==> config.mk <==
export PLATFORM = sky130hd
export DESIGN_NAME = rf_channel_arbiter
export DESIGN_NICKNAME = d
export VERILOG_FILES = /design/src/rtl/rf_channel_arbiter.sv
export SDC_FILE = /design/constraint.sdc
export NUM_CORES = 1
export LEC_CHECK = 0
export ABC_CLOCK_PERIOD_IN_PS = 13400
export CAP_MARGIN = 20
export CORE_MARGIN = 2
export CORE_UTILIZATION = 45
export DETAILED_ROUTE_END_ITERATION = 6
export GPL_TIMING_DRIVEN = 1
export PLACE_DENSITY = 0.76
export RECOVER_POWER = 100
export SYNTH_ARGS = -nofsm -noshare
export SYNTH_HDL_FRONTEND = slang
export SYNTH_SLANG_ARGS = --single-unit
==> constraint.sdc <==
create_clock -name clock -period 13.4 [get_ports clock]
set_input_delay 2.01 -clock clock [delete_from_list [all_inputs] [get_ports clock]]
set_output_delay 2.01 -clock clock [all_outputs]
set_load 0.02 [all_outputs]
==> src/rtl/rf_channel_arbiter.sv <==
`default_nettype none
// ============================================================================
//  Module      : rf_channel_arbiter
//  Description : Round-robin arbiter sharing one min/max range finder among
//                NCH sample streams; emits range, count and channel per burst.
//  Revision    : 1.0 - initial release
// ============================================================================
module rf_channel_arbiter #(
  parameter int WIDTH  = 16,
  parameter int NCH    = 4,
  parameter int CWIDTH = 8
) (
  input  logic                     clock,
  input  logic                     reset,
  input  logic [NCH-1:0]           req_valid,
  input  logic [NCH*WIDTH-1:0]     req_data,
  input  logic [NCH-1:0]           req_last,
  output logic [NCH-1:0]           req_ready,
  output logic [NCH-1:0]           grant,
  output logic                     res_valid,
  input  logic                     res_ready,
  output logic [WIDTH-1:0]         res_range,
  output logic [$clog2(NCH)-1:0]   res_chan,
  output logic [CWIDTH-1:0]        res_count,
  output logic                     busy
);

  localparam int CHW = $clog2(NCH);

  typedef enum logic [1:0] {
    S_IDLE    = 2'd0,
    S_COLLECT = 2'd1,
    S_RESULT  = 2'd2
  } state_t;

  state_t              r_state;
  state_t              w_state_nxt;
  logic [CHW-1:0]      r_rr_ptr;
  logic [CHW-1:0]      r_owner;
  logic [NCH-1:0]      r_grant;
  logic [WIDTH-1:0]    r_min;
  logic [WIDTH-1:0]    r_max;
  logic [CWIDTH-1:0]   r_count;
  logic                r_res_valid;
  logic [WIDTH-1:0]    r_res_range;
  logic [CHW-1:0]      r_res_chan;
  logic [CWIDTH-1:0]   r_res_count;

  logic                w_found;
  logic [CHW-1:0]      w_winner;
  logic [CHW:0]        w_idx;
  logic [CHW:0]        w_ptr_sum;
  logic [CHW-1:0]      w_ptr_nxt;
  logic [NCH-1:0]      w_win_oh;
  logic [WIDTH-1:0]    w_own_data;
  logic                w_own_last;
  logic                w_accept;
  logic                w_done;
  logic [WIDTH-1:0]    w_new_min;
  logic [WIDTH-1:0]    w_new_max;
  logic [CWIDTH-1:0]   w_new_count;

  // Search upward from the round-robin pointer, wrapping past NCH-1.
  always_comb begin
    w_found  = 1'b0;
    w_winner = '0;
    w_idx    = '0;
    for (int k = 0; k < NCH; k++) begin
      w_idx = {1'b0, r_rr_ptr} + (CHW+1)'(k);
      if (w_idx >= (CHW+1)'(NCH)) w_idx = w_idx - (CHW+1)'(NCH);
      if (!w_found && req_valid[w_idx[CHW-1:0]]) begin
        w_found  = 1'b1;
        w_winner = w_idx[CHW-1:0];
      end
    end
  end

  always_comb begin
    w_ptr_sum = {1'b0, w_winner} + (CHW+1)'(1);
    if (w_ptr_sum == (CHW+1)'(NCH)) w_ptr_sum = '0;
    w_ptr_nxt = w_ptr_sum[CHW-1:0];
    w_win_oh  = {{(NCH-1){1'b0}}, 1'b1} << w_winner;
  end

  always_comb begin
    w_own_data = '0;
    w_own_last = 1'b0;
    for (int i = 0; i < NCH; i++) begin
      if (r_owner == CHW'(i)) begin
        w_own_data = req_data[i*WIDTH +: WIDTH];
        w_own_last = req_last[i];
      end
    end
  end

  assign w_accept = (r_state == S_COLLECT) && |(req_valid & r_grant);
  assign w_done   = w_accept && w_own_last;

  // A zero count marks the first sample: counts never wrap back to zero.
  always_comb begin
    if (r_count == '0) begin
      w_new_min   = w_own_data;
      w_new_max   = w_own_data;
      w_new_count = CWIDTH'(1);
    end else begin
      w_new_min   = (w_own_data < r_min) ? w_own_data : r_min;
      w_new_max   = (w_own_data > r_max) ? w_own_data : r_max;
      w_new_count = (&r_count) ? r_count : r_count + CWIDTH'(1);
    end
  end

  always_comb begin
    w_state_nxt = r_state;
    case (r_state)
      S_IDLE:    if (w_found)   w_state_nxt = S_COLLECT;
      S_COLLECT: if (w_done)    w_state_nxt = S_RESULT;
      S_RESULT:  if (res_ready) w_state_nxt = S_IDLE;
      default:                  w_state_nxt = S_IDLE;
    endcase
  end

  always_ff @(posedge clock) begin
    if (reset) r_state <= S_IDLE;
    else       r_state <= w_state_nxt;
  end

  always_ff @(posedge clock) begin
    if (reset) begin
      r_rr_ptr    <= '0;
      r_owner     <= '0;
      r_grant     <= '0;
      r_min       <= '0;
      r_max       <= '0;
      r_count     <= '0;
      r_res_valid <= 1'b0;
      r_res_range <= '0;
      r_res_chan  <= '0;
      r_res_count <= '0;
    end else begin
      case (r_state)
        S_IDLE: begin
          if (w_found) begin
            r_grant  <= w_win_oh;
            r_owner  <= w_winner;
            r_rr_ptr <= w_ptr_nxt;
          end
        end
        S_COLLECT: begin
          if (w_done) begin
            r_res_range <= w_new_max - w_new_min;
            r_res_chan  <= r_owner;
            r_res_count <= w_new_count;
            r_res_valid <= 1'b1;
            r_grant     <= '0;
            r_min       <= '0;
            r_max       <= '0;
            r_count     <= '0;
          end else if (w_accept) begin
            r_min   <= w_new_min;
            r_max   <= w_new_max;
            r_count <= w_new_count;
          end
        end
        S_RESULT: begin
          if (res_ready) r_res_valid <= 1'b0;
        end
        default: r_grant <= '0;
      endcase
    end
  end

  assign req_ready = (r_state == S_COLLECT) ? r_grant : '0;
  assign grant     = r_grant;
  assign res_valid = r_res_valid;
  assign res_range = r_res_range;
  assign res_chan  = r_res_chan;
  assign res_count = r_res_count;
  assign busy      = (r_state != S_IDLE);

endmodule
`default_nettype wire
; ---- Yosys cells after proc, flatten, opt, wreduce, memory -nomap -nowiden
; Index checks and enable logic that the tools add are counted.
[totals]
ff_bits = 77
inputBits = 75
out_inout_bits = 36
wordCells = 117
[classes]
add_sub_neg = 10
mux = 52
order_cmp = 10
n_eq_ne = 9
reduce_logical = 22
shift = 1
bitwise = 2
[ops]
columns = op, count
row1 = $mux 16, 12
row2 = $mux 8, 4
row3 = $mux 2, 12
row4 = $gt 16x16->1, 1
row5 = $lt 16x16->1, 1
row6 = $sub 16x16->16, 1
row7 = $mux 1, 14
row8 = $lt 2x3->1 const B, 4
row9 = $mux 4, 3
row10 = $pmux 4 s3, 1
row11 = $ge 3x3->1 const B, 3
row12 = $reduce_and 3->1, 3
row13 = $add 8x1->8 const B, 1
row14 = $bmux 1 s2, 4
row15 = $logic_not 8->1, 1
row16 = $reduce_and 8->1, 1
row17 = $sub 2x1->2 const B, 4
row18 = $add 2x1->3 const B, 2
row19 = $add 2x2->3 const B, 2
row20 = $eq 2x2->1 const B, 3
row21 = $ne 2x2->1 const B, 3
row22 = $pmux 2 s3, 1
row23 = $reduce_and 2->1, 3
row24 = $reduce_bool 2->1, 3
row25 = 11 further kinds, 19

; ---- Logic depth before layout (Yosys ltp)
; Gate-level depths: netlist (run 1).
[logic_depth]
word_depth = 17
ltp_mapped = 27

; ---- Worst setup path before layout (run 1)
; OpenSTA, ideal clock, no wires.
[synth_path]
path_type = input -> register
from = input req_data[55]
to = register r_res_range[14], in the netlist res_range[14]
slack_ns = 6.003
setup_time_ns = 0.117
required_ns = 13.283
n_path_buf = 5
t_arrival_ns = 7.281
path_stages = 25
cell_sequence = mux4_2 -> clkbuf_1 -> ha_1 -> and3_1 -> a21boi_0 -> o41a_4 -> a21oi_4 -> buf_6 -> clkbuf_1 -> buf_1 -> nand2_1 -> o21ai_0 -> ha_1 -> inv_1 -> fa_1 -> clkbuf_1 -> o22ai_1 -> a211o_1 -> a31oi_1 -> a211oi_1 -> o31ai_2 -> a211oi_1 -> o21ai_1 -> xor2_1 -> a22o_1
[synth_between]
elab_chain_cells = 5
elab_cells_between_ends = 8
[synth_rtl]
columns = item, line_no
row1 = start: declaration, 16  ; input logic [NCH*WIDTH-1:0] req_data,
row2 = $mux 16 *, 89  ; if (r_owner == CHW'(i)) begin
row3 = $gt 16x16->1 or $lt 16x16->1 (tied branches), "107, 106"
row4 = "$mux 16, on equally long branches", "107, 106"
row5 = $mux 16, 101  ; if (r_count == '0) begin
row6 = $sub 16x16->16 *, 150  ; r_res_range <= w_new_max - w_new_min;
row7 = end signal: assignment, 150
row8 = end: declaration, 45  ; logic [WIDTH-1:0] r_res_range;
; Every way passes the cells marked *; elsewhere a longest branch is shown, timed or not.
; A chain may end at the register's enable or synchronous reset.

; ---- Final worst setup path (run 1)
[layout_path]
from = input req_data[58]
to = register r_res_range[14], in the netlist res_range[14]
; The elaborated chain is that of the path after synthesis.

==> impl_metrics.yaml, run 1 <==
route:
  drtIter0Drc: 722
  routed_wl_um: 18050
  dr.pass1.iters: 5
  drcViolationCount: 0
  num_vias: 6263
  antenna_left: 0
  avgViaCountPerCell: 5.965
  post_drt_wl_per_cell_um: 17.19
floorplanning:
  io_pins: 111
  die_x_um: 120.1
  core_um2: 13190
  die_y_um: 120.1
  start_util: 0.4600
  row_count: 42
  die-area_um2: 14430
power_and_ir_drop:
  leakagePower_nw: 2.887
  powerDensity_nw_per_um2: 115.2
  vdd_drop_max_v: 0.00005748
logic_synthesis:
  netlist_area_um2: 6067
  synth_seq_cells: 77
  syn_nets: 908
  synth_cell_type_count: 69
  synth.area.top_cells: "dfxtp_1, ha_1, nor2_1, a21oi_1, mux4_2"
  netlist_instances: 787
  synth.top_cell.area_share: 0.2541
  synth_seq_area_share: 0.2541
  synth_top_area_cell: "dfxtp_1"
  synth-edff-count: 0
  synth_area_per_cell_um2: 7.709
  yosysWarnings: 0
  ys.flop_type: "dfxtp_1"
  async_flop_share: 0
global_route:
  grt_max_degree: 79
  antenna_found_initial: 0
  grt_overflow: 0
  grt_pass1_vias: 5575
  grt_pass1_wl_um: 28610
  grt_util_all_layers: 0.2486
critical_path:
  regToRegEndpoint: "res_range[14]"
  rrSetupSlack_ns: 6.76
  cp_data_required_time_ns: 13.64
  cp-end-kind: "flop"
  reg2reg_depth: 20
  crit_arrival_ns: 8.27
  cpMaxStageDelayCell: "mux4_2"
  path_cells: "dlygate4sd3_1, mux4_2, ha_1, nand4_1, or2_2, a311o_1, nand3_1, nand2_1, a21oi_1, ha_1, inv_1, fa_1, a21oi_1, a211o_1, a31oi_1, a211oi_1, o31ai_1, a211oi_1, o21ai_0, xor2_1, a22o_1"
  worstSetupPathType: "primary input to flop"
  path_max_fanout: 19
  rr_startpoint: "r_owner[1]"
  slowest_delay_ns: 0.61
  crit_path_start_kind: "primary input"
clock_network:
  cts_tree: "done"
  clk_root_buffer_cell: "clkbuf_16"
  htree_levels: 3
  numClockSinks: 77
  cts_buffer_depth: 2
  clk_pin_slew_ns: 0.06
  cts_setup_buffers: 0
  clk_latency_ns: 0.35
  post_cts_resized: 0
  cts_buffers: 9
  hold_buffers: 0
sta:
  worst_slew_pin_slew_ns: 1.753
  slew_headroom: -0.1688
  report.final.slew_viol_count: 66
  tns_ns: 0
  hold-worst-slack_ns: 0.4472
  period_share: 0.5995
  fmax_mhz: 124.5
  hold_violations: 0
  finalSetupViolCount: 0
  rsz0062_at_grt: "no"
  finalCriticalPeriod_ns: 8.034
  fin_skew_ns: 0.008490
placed_design:
  port_buffers: 110
  routabilityCongestion: 0.9450
  hpwl_um: 13600
flow_run:
  cap_violations: 2
final_layout:
  drive_gt1_frac: 0.06178
  areaGrowthSynthToFinish_pct: 23.88
  diodes: 0
  nets: 990
hold_path:
  worstHoldEndpoint: "res_range[12]"
  hold_class: "flop to flop"
  whs_path_depth: 2
  min_from: "res_range[12]"
outcome:
  status: "finished, violations left"
  violations: "capacitance limit, slew limit"
-- cells in the final DEF (no fill, tap or decap), drive strengths merged, types with 9 or more instances in the layout --
cell type / synthesis / final
nor2: 112 / 112
a21oi: 79 / 79
dfxtp: 77 / 77
clkdlybuf4s50: 0 / 71
nand2: 69 / 69
inv: 47 / 49
ha: 45 / 45
dlygate4sd3: 0 / 38
o21ai: 33 / 33
a22oi: 32 / 32
nand3: 25 / 25
a211oi: 21 / 21
xnor2: 20 / 20
nor3: 19 / 19
mux4: 16 / 16
clkbuf: 40 / 11
mux2i: 9 / 9
o211ai: 9 / 9
-- worst max-delay path: cells and delay by family --
family | cells | cell delay (ns)
AOI/OAI and AO/OA | 10 | 2.36
and+or+nand+nor | 4 | 1.56
adders and majority gates | 3 | 0.99
muxes | 1 | 0.61
buffers and inverters | 2 | 0.59
xor gates and xnor gates | 1 | 0.16
-- synth_stat cells (5+ instances only) --
library cell / number
and2_1: 8
or2_2: 6
and3_1: 8
nor4_1: 6
nor2b_1: 6
o21ai_1: 5
nand3_1: 25
clkbuf_1: 40
dfxtp_1: 77
or3_1: 6
o22ai_1: 8
inv_1: 47
a22oi_1: 32
o21ai_0: 27
nor2_1: 112
a21oi_1: 78
nand2_1: 69
xor2_1: 5
ha_1: 45
xnor2_1: 20
mux4_2: 16
mux2i_1: 9
nor3_1: 19
o211ai_1: 9
a21o_1: 5
a211oi_1: 20
nand4_1: 5
-- routing by layer --
| layer | part of all wire | wire length, um | global-route usage |
|---|---|---|---|
| met5 | 0 | 0 | 0 |
| met4 | 0.016 | 291 | 0.06544 |
| met3 | 0.097 | 1743 | 0.05894 |
| met2 | 0.44 | 7864 | 0.3825 |
| met1 | 0.45 | 8148 | 0.3489 |
-- through the flow --
stage	util	area [um2]	setup slack (ns)	total power [mW]	cells
3_3_place_gp	0.5501	7256	5.436	0.6285	1034
6_report	0.5698	7516	5.366	0.8655	1050
4_1_cts	0.5717	7541	5.636	0.8683	1050
5_1_grt	0.5698	7516	4.944	0.9183	1050
2_1_floorplan	-	6067	6.003	0.5253	787
3_5_place_dp	0.5501	7256	5.280	0.6320	1034
-- cells by family after synthesis --
logic type,Yosys count,share of synthesized area
AO/OA/AOI/OAI,236,0.2627
XOR/XNOR,25,0.03609
adder cells (fa/ha/maj),48,0.09940
buffers and inverters,93,0.05919
flip-flops,77,0.2541
multiplexers,26,0.07610
AND/OR/NAND/NOR,282,0.2124
-- area by class of cell --
class                           instances  area (um2)
Sequential cell                        77        1541
Tap cell                              176       220.2
Timing Repair Buffer                  117        1145
Multi-Input combinational cell        617        4148
Fill cell                            1219        5674
Inverter                               47       176.4
Clock inverter                          6       46.29
Clock buffer                           10       239.0
-- how the worst max path moves through the flow --
stage	startpoint	endpoint	slack, ns	cells after the start
2_1_floorplan	req_data[55]	res_range[14]	6.00	25
3_3_place_gp	req_data[61]	res_range[14]	5.44	21
3_5_place_dp	req_data[61]	res_range[14]	5.28	21
4_1_cts	req_data[61]	res_range[14]	5.64	21
5_1_grt	req_data[58]	res_range[14]	4.94	23
6_report	req_data[58]	res_range[14]	5.37	21
-- where the power goes --
group / leakage, nW / switching, mW / internal, mW / total, mW
clock: 0.135 / 0.106 / 0.132 / 0.238
sequential: 0.623 / 0.0139 / 0.242 / 0.256
combinational: 2.13 / 0.215 / 0.157 / 0.372
total: 2.89 / 0.335 / 0.531 / 0.866
-- sequential cells by signal, indices dropped and copies added, names as in the netlist, named ones only --
signal	flops
res_count	8
res_range	16
r_count	8
r_min	16
grant	4
r_state	2
r_max	16
r_owner	2
res_chan	2
res_valid	1
r_rr_ptr	1
Power figures use the tool's default switching activity.
==> run 2, diff against run 1 <==
- ABC_CLOCK_PERIOD_IN_PS: 13400 -> 6900
- PLACE_DENSITY: 0.76 -> 0.79
- clock period: 13.4 -> 6.9 ns (I/O delays scaled with it)
==> run 2 against run 1 <==
Effect of this change: the flow still finishes with violations (capacitance limit, slew limit); non-clock buffer count is 7 higher; cell area is 0.68% higher; worst hold slack worse by 0.0022 ns; setup slack worse by 4.9 ns; utilization is 0.39 points higher; register-to-register slack worse by 6.2 ns; final cell count is 0.67% higher; count of clock-buffer cells in the layout is 1 higher; sequential cell count stayed put; critical path depth is 1 lower; critical path type unchanged; largest power group unchanged.
==> impl_metrics.yaml, run 2 (synthesis gave the netlist of run 1 again) <==
outcome:
  status: "finished, violations left"
  violations: "capacitance limit, slew limit"
critical_path:
  cp_data_required_time_ns: 7.18
  crit_path_start_kind: "primary input"
  slowest_delay_ns: 0.54
  cpMaxStageDelayCell: "dlygate4sd3_1"
  cp-end-kind: "flop"
  crit_arrival_ns: 6.72
  path_cells: "dlygate4sd3_1, mux4_2, ha_1, nand4_1, or2_2, a311o_1, and3_1, nor2_1, nand2_1, o21ai_0, ha_1, a21oi_1, o21ai_0, a221o_1, a311oi_1, nor4_1, o21ai_2, a21oi_1, or3_1, nand3_1"
  startpoint: "req_data[45]"
  path_max_fanout: 10
  rr_startpoint: "r_owner[0]"
  worstSetupPathType: "primary input to flop"
clock_network:
  cts_buffers: 9
  cts_buffer_depth: 2
  cts_tree: "done"
  clk_latency_ns: 0.35
  clk_pin_slew_ns: 0.06
  cts_setup_buffers: 0
  hold_buffers: 0
  htree_levels: 3
  numClockSinks: 77
  clk_root_buffer_cell: "clkbuf_16"
  post_cts_resized: 0
placed_design:
  place_area_um2: 7308
  routabilityCongestion: 0.9944
  port_buffers: 110
  hpwl_um: 13690
  placed_cells: 1041
  place_ws_ns: 0.3572
global_route:
  antenna_found_initial: 0
  grt_max_degree: 79
  grt_util_all_layers: 0.2496
  grt_pass1_wl_um: 28840
  grt_pass1_vias: 5627
  grt_overflow: 0
route:
  drtIter0Drc: 554
  drcViolationCount: 0
  num_vias: 6311
  antenna_left: 0
  avgViaCountPerCell: 5.971
  dr.pass1.iters: 6
  routed_wl_um: 17970
  post_drt_wl_per_cell_um: 17.00
sta:
  fin_skew_ns: 0.01047
  rsz0062_at_grt: "no"
  report.final.slew_viol_count: 33
  finalCriticalPeriod_ns: 6.435
  hold_violations: 0
  slew_headroom: -0.2081
  period_share: 0.9326
  fmax_mhz: 155.4
  setup_ws_ns: 0.4654
  hold-worst-slack_ns: 0.4450
  finalSetupViolCount: 0
  worst_slew_pin_slew_ns: 1.812
  tns_ns: 0
floorplanning:
  io_pins: 111
  die_x_um: 120.1
  core_um2: 13190
  start_util: 0.4600
  die-area_um2: 14430
  row_count: 42
  die_y_um: 120.1
power_and_ir_drop:
  vdd_drop_max_v: 0.0001347
  powerDensity_nw_per_um2: 221.4
  leakagePower_nw: 2.924
  power.total_mw: 1.675
final_layout:
  layout_common_cells: "nor2_1, a21oi_1, dfxtp_1"
  final_common_cell: "nor2_1"
  nets: 997
  areaGrowthSynthToFinish_pct: 24.73
  fin_cells: 1057
  diodes: 0
  drive_gt1_frac: 0.06924
  design_area_um2: 7567
  final_util: 0.5737
hold_path:
  hold_class: "flop to flop"
  min_from: "res_range[12]"
flow_run:
  cap_violations: 1
==> run 2: worst paths after layout <==
check / cells past startpoint / end / slack, ns
setup reg to reg: 19 / res_range[15] / 0.59
setup / recovery: 20 / res_range[15] / 0.47
hold / removal: 2 / res_range[12] / 0.45
hold reg to reg: 2 / res_range[12] / 0.45
==> run 2: layer usage <==
metal	GRT usage	up-vias	share of wire
met1	0.3539	2907	0.45
met4	0.05809	0	0.015
met2	0.3917	328	0.45
met5	0	-	0
li1	-	3049	-
met3	0.04753	27	0.090
==> run 2: worst max-delay path: cells and delay by family <==
family	cells	cell delay, ns
compound gates	8	2.14
fa+ha+maj	2	0.66
buf+inv	1	0.54
mux	1	0.54
simple gates	8	1.78
==> run 2: where the power goes <==
group          total, mW  internal [mW]  switching [mW]
combinational      0.723          0.311           0.413
sequential         0.500          0.470          0.0303
clock              0.451          0.254           0.197
==> run 2: area by class of cell <==
cell class	count	area, um2
Clock inverter	5	35.03
Multi-Input combinational cell	617	4154
Fill cell	1248	5623
Tap cell	176	220.2
Timing Repair Buffer	124	1197
Clock buffer	11	242.7
Sequential cell	77	1541
Inverter	47	176.4
